==> config.mk <==
export PLATFORM = sky130hd
export DESIGN_NAME = program_loader
export DESIGN_NICKNAME = d
export VERILOG_FILES = /design/src/rtl/program_loader_pkg.sv /design/src/rtl/loader_word_packer.sv /design/src/rtl/program_loader.sv
export SDC_FILE = /design/constraint.sdc
export NUM_CORES = 1
export LEC_CHECK = 0
export BUFFER_PORTS_ARGS = -buffer_cell sky130_fd_sc_hd__buf_2
export CAP_MARGIN = 20
export CORE_UTILIZATION = 40
export CTS_CLUSTER_DIAMETER = 150
export DETAILED_ROUTE_END_ITERATION = 12
export GPL_TIMING_DRIVEN = 0
export PLACE_DENSITY_LB_ADDON = 0.05
export SLEW_MARGIN = 0
export SYNTH_ARGS = -nofsm -noshare
export SYNTH_HDL_FRONTEND = slang
export SYNTH_SLANG_ARGS = --single-unit
==> constraint.sdc <==
create_clock -name clk -period 4.2 [get_ports clk]
set_input_delay 0.63 -clock clk [delete_from_list [all_inputs] [get_ports clk]]
set_output_delay 0.63 -clock clk [all_outputs]
set_load 0.1 [all_outputs]
==> src/rtl/program_loader_pkg.sv <==
// program_loader_pkg: shared states and word-packing constants for the boot loader
package program_loader_pkg;
  typedef enum logic [2:0] {IDLE, RECV, WRITE, DONE, ERROR} state_t;
  localparam int BYTES_PER_WORD = 4;
  localparam int WORD_ADDR_SHIFT = 2;
endpackage

==> src/rtl/loader_word_packer.sv <==
// loader_word_packer: packs accepted bytes little-endian into a 32-bit word
module loader_word_packer
  import program_loader_pkg::*;
(
  input  logic        clk,
  input  logic        reset,
  input  logic        clear,
  input  logic        load_en,
  input  logic [7:0]  byte_data,
  output logic [31:0] word_q,
  output logic        last_byte
);
  logic [$clog2(BYTES_PER_WORD)-1:0] byte_idx;
  assign last_byte = byte_idx == $bits(byte_idx)'(BYTES_PER_WORD - 1);
  always_ff @(posedge clk) begin
    if (reset) begin
      byte_idx <= '0;
      word_q   <= '0;
    end else if (clear) begin
      byte_idx <= '0;
    end else if (load_en) begin
      byte_idx <= byte_idx + 1'b1;
      word_q[{byte_idx, 3'b000} +: 8] <= byte_data;
    end
  end
endmodule

==> src/rtl/program_loader.sv <==
// program_loader: streams bytes into instruction memory and holds the core in reset until loaded
module program_loader
  import program_loader_pkg::*;
#(
  parameter int DEPTH = 64,
  parameter int LEN_W = 16
) (
  input  logic             clk,
  input  logic             reset,
  input  logic             start,
  input  logic [LEN_W-1:0] len_words,
  input  logic             byte_valid,
  input  logic [7:0]       byte_data,
  output logic             byte_ready,
  output logic             imem_we,
  output logic [63:0]      imem_addr,
  output logic [31:0]      imem_wdata,
  output logic             core_reset,
  output logic             busy,
  output logic             done,
  output logic             error
);
  state_t state, state_n;
  logic [LEN_W-1:0] len_q, word_idx;
  logic [31:0] word_q;
  logic last_byte, last_word, take;
  assign take = state == IDLE && start;
  assign last_word = word_idx == len_q - LEN_W'(1);
  loader_word_packer u_packer (
    .clk(clk),
    .reset(reset),
    .clear(take),
    .load_en(state == RECV && byte_valid),
    .byte_data(byte_data),
    .word_q(word_q),
    .last_byte(last_byte)
  );
  always_ff @(posedge clk) begin
    if (reset) begin
      state    <= IDLE;
      len_q    <= '0;
      word_idx <= '0;
    end else begin
      state <= state_n;
      if (take) begin
        len_q    <= len_words;
        word_idx <= '0;
      end
      if (state == WRITE && !last_word) word_idx <= word_idx + 1'b1;
    end
  end
  always_comb begin
    state_n = state;
    case (state)
      IDLE:    state_n = !start ? IDLE : len_words == '0 ? DONE : len_words > LEN_W'(DEPTH) ? ERROR : RECV;
      RECV:    state_n = byte_valid && last_byte ? WRITE : RECV;
      WRITE:   state_n = last_word ? DONE : RECV;
      default: state_n = state;
    endcase
    byte_ready = state == RECV;
    imem_we    = state == WRITE;
    imem_addr  = 64'(word_idx) << WORD_ADDR_SHIFT;
    imem_wdata = word_q;
    core_reset = state != DONE;
    busy       = state == RECV || state == WRITE;
    done       = state == DONE;
    error      = state == ERROR;
  end
endmodule
==> results.ini, run 1 <==
[outcome]
status=completed

[critical_path]
startpoint=len_q[0]
endpoint_kind=flip-flop
required_ns=4.43
critPathKind=reg -> reg
crit_arrival_ns=3.29
rr_startpoint=len_q[0]
rrSetupSlack_ns=1.14
cp_max_fo=10
setup.worst_path.start_class=flip-flop

[place]
place_congestion=0.874
place_hpwl_um=7890
io_buffers=81
dpl-instance-area_um2=4640
dp_slack_ns=1.15

[clock_tree]
cts_resized=0
clk_root_buffer_cell=clkbuf_8
post-cts-setup-buffers=0
clkSinkCount=69
clockBufferDepth=2
htreeDepth=3
cts-buffers-inserted=9
holdBufCountCts=0
clkTransAtPathRegs_ns=0.09
clk_latency_ns=0.35
cts_tree=yes

[timing]
tns_ns=0
rsz0062_at_grt=false
drv_slew=0
slew_headroom=0.395
finalWorstSetupSlack_ns=1.14
hold_viol=0
tightest_slew_ns=0.906
setup_viol=0
fin_crit_sh=0.730
fin_crit_ns=3.06
finClkSkew_ns=0.0144
timing.fmax_ghz=0.326

[final_layout]
area_delta_synth_final_pct=25.1
multiInputGateArea_um2=2200
fin_util=0.522
drive_above_1_share=0.255
antennaDiodeCount=0
finish.net_count=665
fillerInstances=956
design_area_um2=4870
seqCellArea_um2=1380

[floorplan]
num_rows=35
boundaryPins=130
die_h_um=101
dieArea_um2=10100
start_util=0.418
core-area_um2=9330
die_width_um=101

[detailed_routing]
routed_wirelength_um=10100
routedWlPerCell_um=13.2
drc_errors=0
via_per_inst=4.80
drt_iter0_drc=85
postRouteAntennaNets=0
vias=3668
first_pass_iters=4

[yosys]
ys_warn_count=0
synth_area_leaders=dfxtp_1 35%, buf_4 9.4%, nand2_1 7.9%, a21oi_1 6.9%, nand3_1 5.1%
yosysMostFrequentCell=nand2_1
netlist_area_um2=3900
yosysSeqAreaShare=0.355
syn_inst=491
ys_async_sr_fraction=0
postSynthAreaPerCell_um2=7.94
ys_seq_elements=69
post_synth_num_cell_types=59
netlist_top_cells_count=82 x nand2_1, 69 x dfxtp_1, 54 x a21oi_1, 49 x buf_4, 40 x nand3_1
yosys.area.top_type_share=0.355
synth_edf_count=0
synthFlopType=dfxtp_1
yosys.area.top_type=dfxtp_1

[global_routing]
grt_util_met3=0.0368
grt_pass1_vias=3337
grt_pass1_wl_um=16200
gr-total-overflow=0
grt.busiest_layer=met2
met1_usage=0.240
grt_max_degree=15
antenna_found_initial=0
track_usage=0.204
grtUsageMet2=0.369

[pwr]
leakage_nw=2.20
fin_total_pwr_mw=1.72
cellPowerDensity_nw_per_um2=352
irDropWorstVdd_mv=0.181

[min_path]
hold_start=u_packer.word_q[2]
min_path_type=reg -> reg

[job]
maxCapViolCount=0

## flip-flops by register name (all words and copies together), names as in the netlist
name and count:
word_idx 16, u_packer.byte_idx 2, u_packer.word_q 32, state 3, len_q 16
## area by class of cell
| class | count | share of cell area |
|---|---|---|
| plain buffers | 69 | 0.0927 |
| clock buffers | 9 | 0.0254 |
| clock inverters | 7 | 0.0216 |
| inverters | 11 | 0.00847 |
| multi-input cells | 389 | 0.452 |
| flip-flops and latches | 69 | 0.283 |
| well taps | 129 | 0.0331 |
| repair buffers | 81 | 0.0832 |
## critical path: stages (launching register included)
cell      delay [ns]
dfxtp_1         0.38
inv_1           0.08
ha_1            0.21
nor4b_2         0.36
nand2_1         0.18
or3_1           0.35
xnor2_1         0.17
nor4_4          0.39
a211oi_2        0.22
buf_6           0.19
and3_1          0.15
a221o_1         0.25
## report_power, final
group	internal, mW	leakage [nW]	total (mW)	switching [mW]
sequential	0.664	0.558	0.679	0.0147
clock	0.344	0.112	0.640	0.296
combinational	0.0979	1.53	0.398	0.300
total	1.11	2.20	1.72	0.611
## routing by layer
layer,vias to the layer above,part of all wire
met5,-,0
met4,0,0.022
met3,17,0.046
met2,89,0.50
met1,1666,0.43
li1,1896,-
## cell families after synthesis
logic type,share of synthesized area
simple gates,0.291
compound gates,0.154
buf+inv,0.127
flops,0.355
xor+xnor,0.0427
fa+ha+maj,0.0225
mux,0.00803
other cells,0.000962
## metrics by stage
stage	cells	hold WS (ns)
after detailed placement	748	0.442
final	764	0.455
after CTS	764	0.457
after global routing	764	0.471
after floorplan	538	0.450
after global placement	748	0.436
## worst paths after layout
kind / endpoint / cells after the start
setup / recovery: word_idx[15] / 11
hold / removal: u_packer.word_q[2] / 2
setup reg to reg: word_idx[15] / 11
hold reg to reg: u_packer.word_q[2] / 2
## layout by cell type (no fill, tap or decap), types with 3 or more instances in the layout
| cell | n |
|---|---|
| ha_1 | 7 |
| clkbuf_8 | 9 |
| a211o_1 | 3 |
| xor2_1 | 4 |
| inv_1 | 11 |
| a21oi_1 | 54 |
| nand2_1 | 82 |
| dfxtp_1 | 69 |
| nand3b_1 | 3 |
| clkbuf_1 | 17 |
| and3_1 | 16 |
| nor2b_1 | 6 |
| or3_1 | 7 |
| buf_2 | 82 |
| conb_1 | 48 |
| nor2_1 | 22 |
| nor3b_1 | 6 |
| nor4_1 | 6 |
| xnor2_1 | 15 |
| nor3_1 | 12 |
| a221o_1 | 10 |
| a211oi_1 | 3 |
| nand3_1 | 40 |
| buf_4 | 49 |
(Power assumes the default switching activity.)
==> run 2: changes to the inputs <==
Clock period 4.2 ns to 2.72 ns, I/O delays scaled along.
==> results.ini, run 2 (synthesized netlist as in run 1, its figures left out) <==
[outcome]
status=completed

[clock_tree]
clkTransAtPathRegs_ns=0.08  ; about the same
cts-buffers-inserted=9  ; unchanged
clk_root_buffer_cell=clkbuf_8
clk_latency_ns=0.36  ; about the same
clkSinkCount=69  ; unchanged
holdBufCountCts=0  ; unchanged
htreeDepth=3  ; unchanged
clockBufferDepth=2  ; unchanged
cts_tree=yes

[floorplan]
start_util=0.418  ; unchanged
die_h_um=101  ; unchanged
dieArea_um2=10100  ; unchanged
num_rows=35  ; unchanged
boundaryPins=130  ; unchanged
die_width_um=101  ; unchanged
core-area_um2=9330  ; unchanged

[final_layout]
fin_util=0.546  ; +0.0240
regMostFlops=u_packer.word_q
finish.net_count=677  ; +1.8%
final_cell_mix=81 x nand2_1, 81 x buf_2, 60 x buf_4
drive_above_1_share=0.311  ; +0.0555
area_delta_synth_final_pct=30.8
largest_reg_flops=32  ; unchanged
seqCellArea_um2=1400  ; +1.5%
largest_registers=u_packer.word_q (32), len_q (16), word_idx (16)
antennaDiodeCount=0  ; unchanged
fillerInstances=890  ; -6.9%
multiInputGateArea_um2=2330  ; +6.0%

[global_routing]
grt_max_degree=14  ; -1
track_usage=0.209  ; +0.00515
antenna_found_initial=0  ; unchanged
gr-total-overflow=0  ; unchanged
grt_pass1_wl_um=16300  ; +0.73%
grt_pass1_vias=3200  ; -4.1%

[timing]
hold_viol=0  ; unchanged
rsz0062_at_grt=true
drv_slew=0  ; unchanged
fin_crit_sh=0.973  ; +0.244
whs_ns=0.294  ; -0.161 ns
timing.fmax_ghz=0.378  ; +16%
slew_headroom=0.336  ; -0.0587
finClkSkew_ns=0.0101  ; -0.00439 ns
setup_viol=0  ; unchanged
fin_crit_ns=2.65  ; -0.417 ns
tightest_slew_ns=0.994  ; +0.0879 ns

[pwr]
leakage_nw=2.29  ; +4.0%
irDropWorstVdd_mv=0.207  ; +14%
cellPowerDensity_nw_per_um2=510  ; +45%

[place]
io_buffers=81  ; unchanged
place_congestion=0.858  ; -1.8%
place_hpwl_um=7780  ; -1.4%

[detailed_routing]
postRouteAntennaNets=0  ; unchanged
drt_iter0_drc=138  ; +62%
routed_wirelength_um=10400  ; +2.7%
vias=3782  ; +3.1%
via_per_inst=4.87  ; +1.5%
routedWlPerCell_um=13.4  ; +1.1%
drc_errors=0  ; unchanged
first_pass_iters=4  ; unchanged

[critical_path]
setup.worst_path.start_class=flip-flop
critical_path.slowest_cell=o32a_1
critPathMaxStageDelay_ns=0.39  ; about the same
required_ns=2.97  ; -1.46 ns
crit_arrival_ns=2.90  ; -0.39 ns
critPathKind=reg -> reg
crit_chain=inv_2 -> ha_4 -> nor4b_4 -> nand2_2 -> buf_4 -> xnor2_1 -> o32a_1 -> a21oi_4 -> a211oi_4 -> buf_6 -> and3_1 -> a221o_1
endpoint_kind=flip-flop
cp_max_fo=7  ; -3

[job]
maxCapViolCount=0  ; unchanged

[min_path]
min_path_type=in -> reg

[run 2: cell type report]
class,count,share of cell area
plain buffers,69,0.0898
clock buffers,9,0.0243
clock inverters,7,0.0145
inverters,11,0.00859
multi-input cells,389,0.458
flip-flops and latches,69,0.275
well taps,129,0.0317
repair buffers,93,0.0979
[run 2: path summary, 6_finish.rpt]
check	from	end	slack (ns)	cells after the start
setup / recovery	len_q[0]	word_idx[13]	0.07	12
hold / removal	len_words[1]	len_q[1]	0.29	3
setup reg to reg	len_q[0]	word_idx[13]	0.07	12
hold reg to reg	u_packer.word_q[16]	u_packer.word_q[16]	0.45	2
[run 2: layer usage]
| metal | vias to the layer above | GRT usage | part of all wire |
|---|---|---|---|
| li1 | 1923 | - | - |
| met1 | 1726 | 0.285 | 0.47 |
| met2 | 120 | 0.334 | 0.46 |
| met3 | 13 | 0.0298 | 0.057 |
| met4 | 0 | 0.0825 | 0.016 |
| met5 | - | 0 | 0 |
[run 2: report_power, final]
group	switching [mW]	total [mW]	internal, mW
Clock	0.437	0.864	0.426
Combinational	0.487	0.685	0.198
Sequential	0.0283	1.05	1.02
[run 2: stage by stage]
step	instance area [µm²]	setup WS (ns)	power, mW	TNS (ns)	cells
global placement	4670	-0.300	1.68	-4.09	748
detailed placement	4670	-0.333	1.69	-4.53	748
floorplan	4100	-0.116	1.60	-0.177	538
finish	5100	0.0725	2.60	0	776
CTS	5020	0.00955	2.59	0	771
global route	5100	-0.0403	2.71	-0.325	776
[run 2: repair_timing]
action | 4_1_cts | 5_1_grt
endpoints found under the setup margin | 15 | 16
buffers inserted | 7 | 5
pin swaps | 10 | 1
gates cloned | 0 | 1
resized for setup | 20 | 11
[run 2: worst max-delay path, delay by kind of cell, from the launching register on]
| kind | cells | cell delay [ns] |
|---|---|---|
| AO/OA/AOI/OAI | 4 | 1.02 |
| XOR/XNOR | 1 | 0.11 |
| adder cells (fa/ha/maj) | 1 | 0.14 |
| buffers and inverters | 3 | 0.36 |
| flip-flops | 1 | 0.37 |
| AND/OR/NAND/NOR | 3 | 0.52 |
==> run 3: changes to the inputs <==
Settings changed: SETUP_SLACK_MARGIN set to 0.4.
==> results.ini, run 3 (synthesized netlist as in run 1, its figures left out) <==
[outcome]
status=finished with violations
violations=setup timing

[clock_tree]
cts-buffers-inserted=9  ; unchanged
htreeDepth=3  ; unchanged
clk_latency_ns=0.35  ; about the same
clk_root_buffer_cell=clkbuf_8
clkSinkCount=69  ; unchanged
cts_tree=yes
clkTransAtPathRegs_ns=0.08  ; about the same
clockBufferDepth=2  ; unchanged

[timing]
setup_viol=5  ; +5
slew_headroom=0.645  ; +0.310
timing.fmax_ghz=0.365  ; -3.3%
finalWorstSetupSlack_ns=-0.0171  ; -0.0895 ns
whs_ns=0.306  ; +0.0118 ns
tightest_slew_ns=0.527  ; -0.467 ns
drv_slew=0  ; unchanged
hold_viol=0  ; unchanged
fin_crit_sh=1.01  ; +0.0329
rsz0062_at_grt=true
finClkSkew_ns=0.0109  ; +0.000825 ns
fin_crit_ns=2.74  ; +0.0895 ns

[floorplan]
die_width_um=101  ; unchanged
num_rows=35  ; unchanged
die_h_um=101  ; unchanged
boundaryPins=130  ; unchanged
dieArea_um2=10100  ; unchanged
core-area_um2=9330  ; unchanged
start_util=0.418  ; unchanged

[critical_path]
crit_top_cell=buf_6
cp_max_fo=7  ; unchanged
critPathKind=reg -> reg
endpoint_kind=flip-flop
critPathMaxStageDelay_ns=0.41  ; +0.02 ns
setup.worst_path.start_class=flip-flop
crit_arrival_ns=2.97  ; +0.07 ns
required_ns=2.96  ; about the same
critPathTopFamily=simple AND/OR/NAND/NOR gates
cp_num_buf_inv=3  ; unchanged
crit_chain=inv_4 -> ha_4 -> nor2b_1 -> or3_1 -> a31oi_1 -> o2111ai_2 -> nor4_4 -> buf_6 -> a211oi_4 -> buf_6 -> and3_4 -> a221o_1
critical_path.slowest_cell=dfxtp_4

[final_layout]
regMostFlops=u_packer.word_q
largest_registers=u_packer.word_q (32), len_q (16), word_idx (16)
fillerInstances=930  ; +4.5%
fin_util=0.554  ; +0.00724
final_common_cell=buf_2
drive_above_1_share=0.340  ; +0.0289
largest_reg_flops=32  ; unchanged
antennaDiodeCount=0  ; unchanged
final_cell_mix=81 x buf_2, 79 x nand2_1, 54 x a21oi_1
area_delta_synth_final_pct=32.6
finish.net_count=672  ; -0.74%

[min_path]
min_path_type=in -> reg

[detailed_routing]
routed_wirelength_um=10400  ; +0.39%
drt_iter0_drc=100  ; -28%
drc_errors=0  ; unchanged
via_per_inst=4.82  ; -1.0%
postRouteAntennaNets=0  ; unchanged
routedWlPerCell_um=13.5  ; +1.0%
vias=3719  ; -1.7%
first_pass_iters=4  ; unchanged

[job]
maxCapViolCount=0  ; unchanged

[global_routing]
grt_max_degree=15  ; +1
gr-total-overflow=0  ; unchanged
antenna_found_initial=0  ; unchanged
track_usage=0.215  ; +0.00511
grt_pass1_wl_um=17100  ; +4.7%
grt_pass1_vias=3603  ; +13%

[pwr]
fin_total_pwr_mw=2.59  ; -0.64%
leakage_nw=2.29  ; -0.19%
cellPowerDensity_nw_per_um2=501  ; -1.9%
irDropWorstVdd_mv=0.386  ; +87%

[place]
place_congestion=0.908  ; +5.9%
io_buffers=81  ; unchanged
place_hpwl_um=7950  ; +2.2%

==> run 3: cell types whose count changed in the layout (fill, tap and decap cells not counted), sizes merged <==
cell | before | now
buf | 145 | 140
clkinv | 4 | 2
inv | 12 | 14
==> run 3: area by class of cell <==
class	instances	area, µm²	share of cell area
Clock inverter	7	78.8	0.0153
Buffer	69	489	0.0947
Multi-Input combinational cell	389	2370	0.458
Timing Repair Buffer	88	469	0.0908
Tap cell	129	161	0.0313
Inverter	11	47.5	0.00921
Sequential cell	69	1430	0.277
Clock buffer	9	124	0.0240
==> run 3: worst min-delay path: stages <==
cell	delay (ns)
buf_2	0.10
nand2_1	0.05
a21oi_1	0.05
==> run 3: final timing paths <==
kind | from | endpoint | slack [ns] | cells after the start
worst max-delay path | len_q[0] | word_idx[9] | -0.02 | 12
worst min-delay path | len_words[2] | len_q[2] | 0.31 | 3
worst max register to register | len_q[0] | word_idx[9] | -0.02 | 12
worst min register to register | u_packer.word_q[0] | u_packer.word_q[0] | 0.45 | 2
==> run 3: repair_timing <==
action	CTS	global route
hold endpoints to repair	0	0
resized for setup	8	12
pin swaps	4	7
hold buffers	0	0
endpoints found under the setup margin	17	43
gates cloned	1	0
setup buffers	5	1
==> run 3: metal layers <==
metal	up-vias	wire length, µm	global-route usage
li1	1917	-	-
met4	0	164	0.0580
met2	91	5400	0.398
met5	-	0	0
met3	14	452	0.0506
met1	1697	4420	0.244
==> run 3: stage by stage <==
stage	TNS (ns)	instances	setup slack, ns	instance area, µm²
finish	-0.0613	771	-0.0171	5160
global route	-1.43	771	-0.126	5160
floorplan	0	538	0.206	4260
CTS	0	770	0.0223	5110
detailed placement	-0.943	748	-0.105	4820
global placement	-0.806	748	-0.0892	4820
==> run 3: power by group <==
group          total, mW  switching (mW)  internal, mW
logic              0.666           0.483         0.183
clock network      0.874           0.438         0.436
registers           1.04          0.0266          1.02
